## src/rtl/uart_rx_core.sv

```systemverilog
// 8N1 UART receiver: synchronizer, mid-bit sampling FSM and receive buffer.
// Define UART_RX_FIFO_EN for a FIFO_DEPTH-entry FWFT FIFO; otherwise a single holding register.
module uart_rx_core #(
    parameter int SYNC_STAGES = 2,
    parameter int FIFO_DEPTH  = 4
) (
    input  logic        clk_i,
    input  logic        rst_ni,
    input  logic        en_i,
    input  logic [15:0] baud_div_i,
    input  logic        rx_i,
    output logic [7:0]  rx_data_o,
    output logic        rx_valid_o,
    input  logic        rx_ready_i,
    output logic        frame_err_o,
    output logic        overrun_o,
    output logic        busy_o
);

    if (SYNC_STAGES < 2) begin : g_sync_chk
        $error("uart_rx_core: SYNC_STAGES must be at least 2");
    end
    if (FIFO_DEPTH < 2 || (FIFO_DEPTH & (FIFO_DEPTH - 1)) != 0) begin : g_depth_chk
        $error("uart_rx_core: FIFO_DEPTH must be a power of 2 and at least 2");
    end

    typedef enum logic [1:0] {IDLE, START, DATA, STOP} state_e;

    state_e                 state_q;
    logic [SYNC_STAGES-1:0] sync_q;
    logic                   prev_q;
    logic                   rxs;
    logic [15:0]            div_q;
    logic [15:0]            cnt_q;
    logic [2:0]             bit_q;
    logic [7:0]             shift_q;
    logic                   frame_err_q;
    logic                   busy_q;
    logic                   overrun_q;
    logic                   cnt_end;
    logic                   cnt_half;
    logic                   push;
    logic                   ferr;
    logic                   pop;

    assign rxs      = sync_q[SYNC_STAGES-1];
    assign cnt_end  = (cnt_q == div_q - 16'd1);
    assign cnt_half = (cnt_q == (div_q >> 1) - 16'd1);

    always_ff @(posedge clk_i) begin
        if (!rst_ni) begin
            sync_q <= '1;
            prev_q <= 1'b1;
        end else begin
            sync_q <= {sync_q[SYNC_STAGES-2:0], rx_i};
            prev_q <= rxs;
        end
    end

    // Stop-bit verdict is taken combinationally so the byte lands in the buffer on the sampling edge.
    always_comb begin
        push = 1'b0;
        ferr = 1'b0;
        if (en_i && state_q == STOP && cnt_end) begin
            push = rxs;
            ferr = ~rxs;
        end
    end

    always_ff @(posedge clk_i) begin
        if (!rst_ni) begin
            state_q     <= IDLE;
            div_q       <= 16'd0;
            cnt_q       <= 16'd0;
            bit_q       <= 3'd0;
            shift_q     <= 8'd0;
            frame_err_q <= 1'b0;
            busy_q      <= 1'b0;
        end else begin
            frame_err_q <= ferr;
            if (state_q != IDLE && !en_i) begin
                state_q <= IDLE;
                cnt_q   <= 16'd0;
                busy_q  <= 1'b0;
            end else begin
                case (state_q)
                    IDLE: begin
                        // prev_q low after a break keeps a held-low line from retriggering.
                        if (en_i && prev_q && !rxs) begin
                            div_q   <= (baud_div_i < 16'd4) ? 16'd4 : baud_div_i;
                            cnt_q   <= 16'd0;
                            state_q <= START;
                            busy_q  <= 1'b1;
                        end
                    end
                    START: begin
                        if (cnt_half) begin
                            cnt_q <= 16'd0;
                            bit_q <= 3'd0;
                            if (rxs) begin
                                state_q <= IDLE;
                                busy_q  <= 1'b0;
                            end else begin
                                state_q <= DATA;
                            end
                        end else begin
                            cnt_q <= cnt_q + 16'd1;
                        end
                    end
                    DATA: begin
                        if (cnt_end) begin
                            cnt_q   <= 16'd0;
                            shift_q <= {rxs, shift_q[7:1]};
                            bit_q   <= bit_q + 3'd1;
                            if (bit_q == 3'd7) begin
                                state_q <= STOP;
                            end
                        end else begin
                            cnt_q <= cnt_q + 16'd1;
                        end
                    end
                    STOP: begin
                        if (cnt_end) begin
                            cnt_q   <= 16'd0;
                            state_q <= IDLE;
                            busy_q  <= 1'b0;
                        end else begin
                            cnt_q <= cnt_q + 16'd1;
                        end
                    end
                    default: begin
                        state_q <= IDLE;
                        busy_q  <= 1'b0;
                    end
                endcase
            end
        end
    end

`ifdef UART_RX_FIFO_EN
    localparam int PW = $clog2(FIFO_DEPTH);

    logic [7:0]  mem_q [FIFO_DEPTH];
    logic [PW-1:0] wptr_q;
    logic [PW-1:0] rptr_q;
    logic [PW:0]   count_q;
    logic          full;
    logic          wr;

    assign full = (count_q == (PW + 1)'(FIFO_DEPTH));
    assign pop  = (count_q != '0) && rx_ready_i;
    assign wr   = push && (!full || pop);

    always_ff @(posedge clk_i) begin
        if (wr) begin
            mem_q[wptr_q] <= shift_q;
        end
    end

    always_ff @(posedge clk_i) begin
        if (!rst_ni) begin
            wptr_q    <= '0;
            rptr_q    <= '0;
            count_q   <= '0;
            overrun_q <= 1'b0;
        end else begin
            overrun_q <= push && full && !pop;
            if (wr) begin
                wptr_q <= wptr_q + PW'(1);
            end
            if (pop) begin
                rptr_q <= rptr_q + PW'(1);
            end
            case ({wr, pop})
                2'b10:   count_q <= count_q + (PW + 1)'(1);
                2'b01:   count_q <= count_q - (PW + 1)'(1);
                default: count_q <= count_q;
            endcase
        end
    end

    assign rx_valid_o = (count_q != '0);
    assign rx_data_o  = (count_q != '0) ? mem_q[rptr_q] : 8'h00;
`else
    logic [7:0] hold_q;
    logic       valid_q;

    assign pop = valid_q && rx_ready_i;

    always_ff @(posedge clk_i) begin
        if (!rst_ni) begin
            hold_q    <= 8'h00;
            valid_q   <= 1'b0;
            overrun_q <= 1'b0;
        end else begin
            overrun_q <= 1'b0;
            if (push && (!valid_q || pop)) begin
                hold_q  <= shift_q;
                valid_q <= 1'b1;
            end else begin
                if (push) begin
                    overrun_q <= 1'b1;
                end
                if (pop) begin
                    valid_q <= 1'b0;
                end
            end
        end
    end

    assign rx_valid_o = valid_q;
    assign rx_data_o  = hold_q;
`endif

    assign frame_err_o = frame_err_q;
    assign overrun_o   = overrun_q;
    assign busy_o      = busy_q;

endmodule

```

## config.mk

```make
export PLATFORM = sky130hd
export DESIGN_NAME = uart_rx_core
export DESIGN_NICKNAME = d
export VERILOG_FILES = /design/src/rtl/uart_rx_core.sv
export SDC_FILE = /design/constraint.sdc
export NUM_CORES = 1
export LEC_CHECK = 0
export CAP_MARGIN = 10
export CORE_MARGIN = 2
export CORE_UTILIZATION = 45
export DETAILED_ROUTE_END_ITERATION = 12
export GPL_ROUTABILITY_DRIVEN = 0
export PLACE_DENSITY = 0.67
export SYNTH_ARGS = -nofsm -noshare
export SYNTH_HDL_FRONTEND = slang
export SYNTH_SLANG_ARGS = --single-unit
```

## constraint.sdc

```tcl
create_clock -name clk_i -period 3.7 [get_ports clk_i]
set_clock_uncertainty 0.1 [all_clocks]
set_input_delay 0.37 -clock clk_i [delete_from_list [all_inputs] [get_ports clk_i]]
set_output_delay 0.37 -clock clk_i [all_outputs]
set_load 0.005 [all_outputs]
```

# After elaboration in Yosys (flattened, before gate mapping)
# Cells that the tools add are included.
[word_totals]
reg_bits = 60
in_bits = 21
elab_cells = 81
[classes]
n_addsub = 4
order_cmp = 1
eq_ne = 12
muxes = 24
n_bitwise = 3
reduce_logical = 25
[op_table]
columns = ["op", "count"]
rows = [
  ["16-bit two-way mux", 4],
  ["16-bit one-hot mux with 3 select lines", 1],
  ["16-bit equality test", 2],
  ["16-bit by 1-bit adder with 16-bit output (second input constant)", 1],
  ["16-bit by 3-bit less-than comparator with 1-bit output (second input constant)", 1],
  ["15-bit by 1-bit subtractor with 16-bit output (second input constant)", 1],
  ["16-bit by 1-bit subtractor with 16-bit output (second input constant)", 1],
  ["2-bit two-way mux", 6],
  ["2-bit != test (second input constant)", 6],
  ["5-bit AND reduction", 2],
  ["1-bit two-way mux", 8],
  ["2-bit one-hot mux with 4 select lines", 1],
  ["1-bit logical AND", 7],
  ["3-bit two-way mux", 2],
  ["3-bit one-hot mux with 2 select lines", 1],
  ["3-bit AND reduction", 2],
  ["2-bit nonzero test", 3],
  ["2-bit OR reduction", 3],
  ["2-bit equality test (second input constant)", 2],
  ["4-bit AND reduction", 1],
  ["3-bit by 1-bit adder with 3-bit output (second input constant)", 1],
  ["3-bit equality test (second input constant)", 1],
  ["1-bit logical NOT", 3],
  ["1-bit inverter", 3],
  ["other kinds (6)", 6],
]

# Longest topological paths before layout
# Gate-level depths: netlist of the first run.
[depth]
ltp_word = 6
mapped_depth = 12
mapped_depth_nobuf = 10

# Least setup slack after synthesis of the first run
# No wires, ideal clock.
[synth_timing]
path_type = "register to register"
startpoint = "reg div_q[0]"
endpoint = "reg hold_q[0] (netlist: rx_data_o[0])"
setup_time_ns = 0.128
arrival_time_ns = 3.255
required_ns = 3.472
setup_slack_ns = 0.218
path_stages_with_launch = 13
n_path_buf = 2
period_less_slack_ns = 3.482
path_cell_list = "dfxtp_1 > clkbuf_1 > inv_1 > ha_1 > or3b_2 > or4_4 > a211oi_2 > o22ai_1 > or4_4 > or3b_1 > buf_6 > mux2i_1 > nor2_1"
[synth_via]
elab_chain_cells = 5
[synth_rtl]
columns = ["item", "line_no", "text"]
rows = [
  ["from (decl)", "33", "logic [15:0] div_q;"],
  ["from (signal assigned)", "90", "div_q <= (baud_div_i < 16'd4) ? 16'd4 : baud_div_i;"],
  ["16-bit by 1-bit subtractor with 16-bit output", "47", "assign cnt_end = (cnt_q == div_q - 16'd1);"],
  ["16-bit equality test", "47", ""],
  ["1-bit logical AND", "64", "if (en_i && state_q == STOP && cnt_end) begin"],
  ["1-bit two-way mux", "64", ""],
  ["1-bit logical AND", "197", "if (push && (!valid_q || pop)) begin"],
  ["to (signal assigned)", "198", "hold_q <= shift_q;"],
  ["to (decl)", "185", "logic [7:0] hold_q;"],
]
# No other way between the ends.
# A chain may end at the register's enable or synchronous reset.

# Final worst setup path of the first run
[layout_timing]
startpoint = "reg div_q[1]"
endpoint = "reg hold_q[0] (netlist: rx_data_o[0])"
# Same word-level chain as after synthesis.

==> results of run 1 <==
worst max-delay path: cells and delay by family (launching register included):
family | cells | cell delay, ns
muxes | 1 | 0.18
and+or+nand+nor | 5 | 2.05
AOI/OAI and AO/OA | 2 | 0.37
buffers and inverters | 1 | 0.07
DFF | 1 | 0.31
adders and majority gates | 1 | 0.22
cells by family after synthesis:
logic type | after synthesis | synth area share
compound gates | 82 | 0.141
xor+xnor | 36 | 0.0858
fa+ha+maj | 9 | 0.0294
buf+inv | 53 | 0.0587
flops | 60 | 0.313
mux | 20 | 0.0522
simple gates | 234 | 0.319
worst max-delay path by stage:
stage | slack, ns | start | depth (start not counted) | endpoint
after global routing | 0.08 | div_q[2] | 11 | cnt_q[6]
after CTS | 0.09 | div_q[2] | 11 | rx_data_o[0]
after floorplan | 0.22 | div_q[0] | 12 | rx_data_o[0]
after global placement | 0.20 | div_q[2] | 10 | bit_q[0]
final | 0.28 | div_q[1] | 10 | rx_data_o[0]
after detailed placement | 0.09 | div_q[2] | 11 | rx_data_o[2]
power by group through the flow:
stage	Sequential, mW	Combinational [mW]	Clock [mW]
after global routing	0.680	0.304	0.584
after global placement	0.692	0.258	0
after floorplan	0.684	0.189	0
final	0.678	0.275	0.542
after detailed placement	0.692	0.262	0
after CTS	0.677	0.264	0.555
final cells by class:
class	instances	area [um^2]	area share
tap	105	131	0.0293
clock inverter	7	56.3	0.0126
clock buffer	9	124	0.0276
multi-input combinational	381	2440	0.545
timing repair buffer	51	463	0.103
inverter	17	63.8	0.0142
sequential	60	1200	0.268
timing repair:
| action | in CTS | in global routing |
|---|---|---|
| hold buffers | 0 | 0 |
| setup buffers | 0 | 1 |
| gates resized for setup | 0 | 5 |
| setup endpoints to repair | 0 | 35 |
| hold endpoints to repair | 0 | 0 |
state kept, by name, summed over array words and instances (netlist names), named ones only:
signal       count
shift_q          8
rx_valid_o       1
frame_err_o      1
cnt_q           16
div_q           16
prev_q           1
state_q          1
sync_q           2
bit_q            3
rx_data_o        8
busy_o           1
overrun_o        1
routing by layer:
layer / vias up / routed length (um)
li1: 1795 / -
met1: 1677 / 4550
met2: 66 / 4510
met3: 12 / 368
met4: 0 / 139
met5: - / 0
placed cells by master (no fill, tap or decap), types with 10 or more instances in the layout:
| cell type | n |
|---|---|
| buf_4 | 19 |
| nor2_1 | 51 |
| a21oi_1 | 23 |
| mux2i_1 | 20 |
| inv_1 | 16 |
| dfxtp_1 | 60 |
| nor4_1 | 14 |
| o22ai_1 | 11 |
| xor2_1 | 10 |
| nand2_1 | 62 |
| nor3_1 | 16 |
| nand3_1 | 12 |
| xnor2_1 | 25 |
| o21ai_0 | 12 |
| clkdlybuf4s50_1 | 32 |
==> run_results.csv, run 1 <==
group,metric,value,unit
pwr,p_sw_frac,0.311,
synth,synthTopCellsByArea,"dfxtp_1, nand2_1, xnor2_1, mux2i_1, nor2_1",
pwr,p_seq_frac,0.453,
timing,fin_crit_sh,0.923,
run_status,run_status,"finished clean",
cells_and_area,final_cells,630,
place,port_buffers,32,
worst_hold_path,hp-start,"sync_q[0]",
worst_hold_path,holdPathStages,1,
worst_setup_path,rrSetupSlack,0.28,ns
cells_and_area,num_antenna_cells,0,
global_routing,grt_pass1_vias,3351,
place,place_area,0.00426,mm^2
global_routing,gr-usage-met1,0.277,
worst_setup_path,ff2ff_path_depth,10,
floorplan,rows,33,
worst_hold_path,hold_class,"reg -> reg",
routing,drt_wl_total,9570,um
pwr,peakVddDrop,233,uV
cells_and_area,postLayoutCellArea,0.00448,mm^2
worst_setup_path,critical_path_class,"reg -> reg",
timing,tightest_slew,0.809,ns
worst_setup_path,crit_chain,"inv_1 -> ha_1 -> or3b_2 -> or4_4 -> a211oi_2 -> o22ai_1 -> or4_4 -> or3b_4 -> mux2i_1 -> nor2_1",
place,dp.final_hpwl,7150,um
synth,synth_top_flop_cell,"dfxtp_1",
synth,ys_seq_area_frac,0.313,
place,pre_cts_ws,0.0935,ns
routing,dr_total_vias,3550,
timing,worst_slack,0.283,ns
synth,synth_cell_types,62,
routing,drt_iter0_markers,211,
synth,ys_ff_latch,60,
worst_setup_path,crit_slowest_cell,"or4_4",
cells_and_area,drive_gt1_frac,0.107,
timing,fmax,293,MHz
global_routing,grt_pass1_wl,15800,um
place,dp_cells,613,
clock_network,htreeDepth,3,
pwr,internal_power,1.03,mW
cells_and_area,fillCellCount,782,
routing,drtPass1Iterations,6,
worst_setup_path,timing.rr.start,"div_q[1]",
cells_and_area,synthToLayoutAreaGrowth,16.9,%
synth,synth_edf_count,0,
pwr,p_sw,0.465,mW
clock_network,cts_tree,"done",
synth,synth_area,0.00383,mm^2
synth,synth_top_area_frac,0.313,
timing,report.final.setup_viol,0,
worst_setup_path,cp_max_fo,8,
pwr,p_leak,1.69,nW
routing,postRouteAntennaNets,0,
synth,synth_most_common_cell,"nand2_1",
clock_network,insertion_delay,0.35,ns
clock_network,cts_buffers,9,
routing,routedWlPerCell,15.2,um
pwr,p_total,1.50,mW
floorplan,core,0.00826,mm^2
flow_run,cap_violations,0,
synth,syn_nets,524,
synth,synthCells,494,
clock_network,cts_buffer_depth,2,
global_routing,overflow,0,
synth,synth_warnings,0,
global_routing,grt_use_met2,0.366,
pwr,p_comb_frac,0.184,
cells_and_area,nets,550,
floorplan,die_w,96.3,um
global_routing,grt.busiest_layer,"met2",
routing,drc_errors,0,
synth,synth_top_area_cell,"dfxtp_1",
worst_setup_path,worstPathRequired,3.83,ns
timing,rsz0062_at_grt,"no",
floorplan,initial_core_util,0.464,
worst_setup_path,max_stage_delay,0.53,ns
routing,vias_per_cell,5.63,
cells_and_area,final_util,0.543,
floorplan,die_area,0.00927,mm^2
global_routing,grt_max_degree,35,
worst_hold_path,min_to,"sync_q[1]",
worst_setup_path,arrival,3.54,ns
worst_setup_path,crit_top_cell,"or4_4",
timing,tns,0,ns
worst_setup_path,crit_path_end_kind,"register",
synth,synthArstFlopShare,0,
floorplan,io_pins,33,
global_routing,antenna_found_initial,0,
worst_setup_path,worstReg2RegEnd,"rx_data_o[0]",
floorplan,die_y,96.3,um
clock_network,clkTransAtPathRegs,0.07,ns
global_routing,met3_usage,0.0532,
timing,slew_headroom,0.455,
timing,drv_slew,0,
clock_network,cts-root-buf,"clkbuf_8",
synth,synthTopCellsByCount,"nand2_1, dfxtp_1, nor2_1, clkbuf_1, xnor2_1",
clock_network,cts.sinks,60,
timing,hold_violations,0,
pwr,power.density,334,mW/mm^2
global_routing,grt_usage,0.221,
worst_setup_path,cp-start-kind,"register",
timing,hold_ws,0.313,ns
synth,synth_area_per_cell,7.76,um^2
pwr,clkPwrFrac,0.363,
timing,period_needed,3.42,ns
(Power assumes the default switching activity.)
==> inputs of run 2 (changes only) <==
--- a/config.mk
+++ b/config.mk
@@ -11,6 +11,7 @@
 export DETAILED_ROUTE_END_ITERATION = 12
 export GPL_ROUTABILITY_DRIVEN = 0
 export PLACE_DENSITY = 0.67
+export SLEW_MARGIN = 40
 export SYNTH_ARGS = -nofsm -noshare
 export SYNTH_HDL_FRONTEND = slang
 export SYNTH_SLANG_ARGS = --single-unit
==> run 2 against run 1 <==
  * Power rose by 4.7%
  * Sequential share of layout area decreased by 0.16 points
  * Core utilization rose by 0.32 points
  * Worst setup slack got worse by 0.055 ns
  * Register-to-register slack got worse by 0.05 ns
==> run_results.csv, run 2 (synthesis results as in run 1) <==
group,metric,value,unit
timing,fin_crit_sh,0.938,
pwr,power.density,347,mW/mm^2
clock_network,cts.sinks,60,
routing,drt_iter0_markers,178,
global_routing,grt_pass1_wl,16000,um
worst_setup_path,cp-start-kind,"register",
global_routing,overflow,0,
clock_network,htreeDepth,3,
global_routing,antenna_found_initial,0,
worst_hold_path,hp-start,"sync_q[0]",
global_routing,grt_max_degree,35,
cells_and_area,postLayoutCellArea,0.00451,mm^2
routing,drt_wl_total,9580,um
timing,rsz0062_at_grt,"no",
routing,drc_errors,0,
clock_network,insertion_delay,0.35,ns
timing,slew_headroom,0.475,
worst_hold_path,hold_class,"reg -> reg",
clock_network,cts-root-buf,"clkbuf_8",
floorplan,rows,33,
timing,tightest_slew,0.779,ns
global_routing,grt_usage,0.223,
timing,drv_slew,0,
timing,hold_violations,0,
cells_and_area,final_common_cell,"nand2_1",
timing,period_needed,3.47,ns
cells_and_area,synthToLayoutAreaGrowth,17.6,%
clock_network,cts_buffer_depth,2,
routing,dr_total_vias,3506,
worst_setup_path,cp_max_fo,10,
worst_setup_path,worstPathRequired,3.87,ns
floorplan,die_area,0.00927,mm^2
pwr,p_total,1.57,mW
worst_setup_path,critical_path_class,"reg -> reg",
clock_network,cts_buffers,9,
clock_network,cts_tree,"done",
routing,routedWlPerCell,15.2,um
run_status,run_status,"finished clean",
cells_and_area,num_antenna_cells,0,
routing,postRouteAntennaNets,0,
place,place_area,0.00428,mm^2
worst_setup_path,startpoint,"div_q[2]",
routing,vias_per_cell,5.57,
cells_and_area,nets,550,
pwr,peakVddDrop,266,uV
cells_and_area,reg_top3,"cnt_q: 16 flops, div_q: 16 flops",
flow_run,cap_violations,0,
timing,fmax,288,MHz
worst_setup_path,crit_chain,"inv_1 -> ha_1 -> or4b_4 -> o31a_1 -> or4_1 -> and3_1 -> nor3_2 -> a21oi_1 -> a211oi_2 -> buf_4 -> mux2i_1",
cells_and_area,drive_gt1_frac,0.107,
worst_setup_path,timing.rr.start,"div_q[2]",
floorplan,die_y,96.3,um
worst_setup_path,cp.buffers_inverters,2,
pwr,p_leak,1.71,nW
timing,tns,0,ns
place,dp.final_hpwl,7140,um
clock_network,clkTransAtPathRegs,0.07,ns
routing,drtPass1Iterations,4,
worst_setup_path,crit_slowest_cell,"or4b_4",
floorplan,initial_core_util,0.464,
worst_setup_path,arrival,3.64,ns
place,port_buffers,32,
floorplan,core,0.00826,mm^2
floorplan,io_pins,33,
floorplan,die_w,96.3,um
worst_setup_path,max_stage_delay,0.54,ns
worst_setup_path,cp_top_family,"simple AND/OR/NAND/NOR gates",
cells_and_area,mostFrequentLayoutCells,"nand2_1, dfxtp_1, nor2_1",
global_routing,grt_pass1_vias,3339,
worst_setup_path,crit_path_end_kind,"register",
timing,report.final.setup_viol,0,
-- run 2: final cells by class --
cell class / count / area [um^2]
clock buffer: 9 / 124
inverter: 17 / 63.8
tap: 105 / 131
fill: 784 / 3750
timing repair buffer: 51 / 463
multi-input combinational: 381 / 2440
clock inverter: 7 / 82.6
sequential: 60 / 1200
-- run 2: worst paths after layout --
check,end,depth (start not counted),slack [ns]
worst max-delay path,bit_q[0],11,0.23
worst min-delay path,sync_q[1],1,0.31
worst max register to register,bit_q[0],11,0.23
worst min register to register,sync_q[1],1,0.31
-- run 2: where the power goes --
part | switching [mW] | internal [mW]
Sequential | 0.0180 | 0.659
Clock | 0.292 | 0.321
Combinational | 0.155 | 0.120
-- run 2: worst reg2reg max path, delay by kind of cell (launching register included) --
family / cells / cell delay [ns]
simple gates: 4 / 1.52
buf+inv: 2 / 0.27
fa+ha+maj: 1 / 0.16
mux: 1 / 0.19
flops: 1 / 0.37
compound gates: 3 / 0.80
-- run 2: stage by stage --
step | hold WS, ns | utilization | setup slack (ns) | instances
6_report | 0.313 | 0.546 | 0.228 | 630
4_1_cts | 0.320 | 0.543 | 0.0420 | 629
3_5_place_dp | 0.302 | 0.518 | 0.00766 | 613
5_1_grt | 0.333 | 0.546 | 0.0255 | 630
2_1_floorplan | 0.286 | - | 0.218 | 494
3_3_place_gp | 0.291 | 0.516 | 0.204 | 613
-- run 2: metal layers --
layer / track usage / part of all wire
met3: 0.0517 / 0.038
met4: 0.0763 / 0.018
met1: 0.285 / 0.48
met2: 0.369 / 0.47
met5: 0 / 0
-- run 2: repair_timing --
action                     in CTS  in global routing
setup endpoints to repair       1                 14
hold buffers                    0                  0
pin swaps                       1                  1
gates resized for setup         0                  2
setup buffers                   0                  1
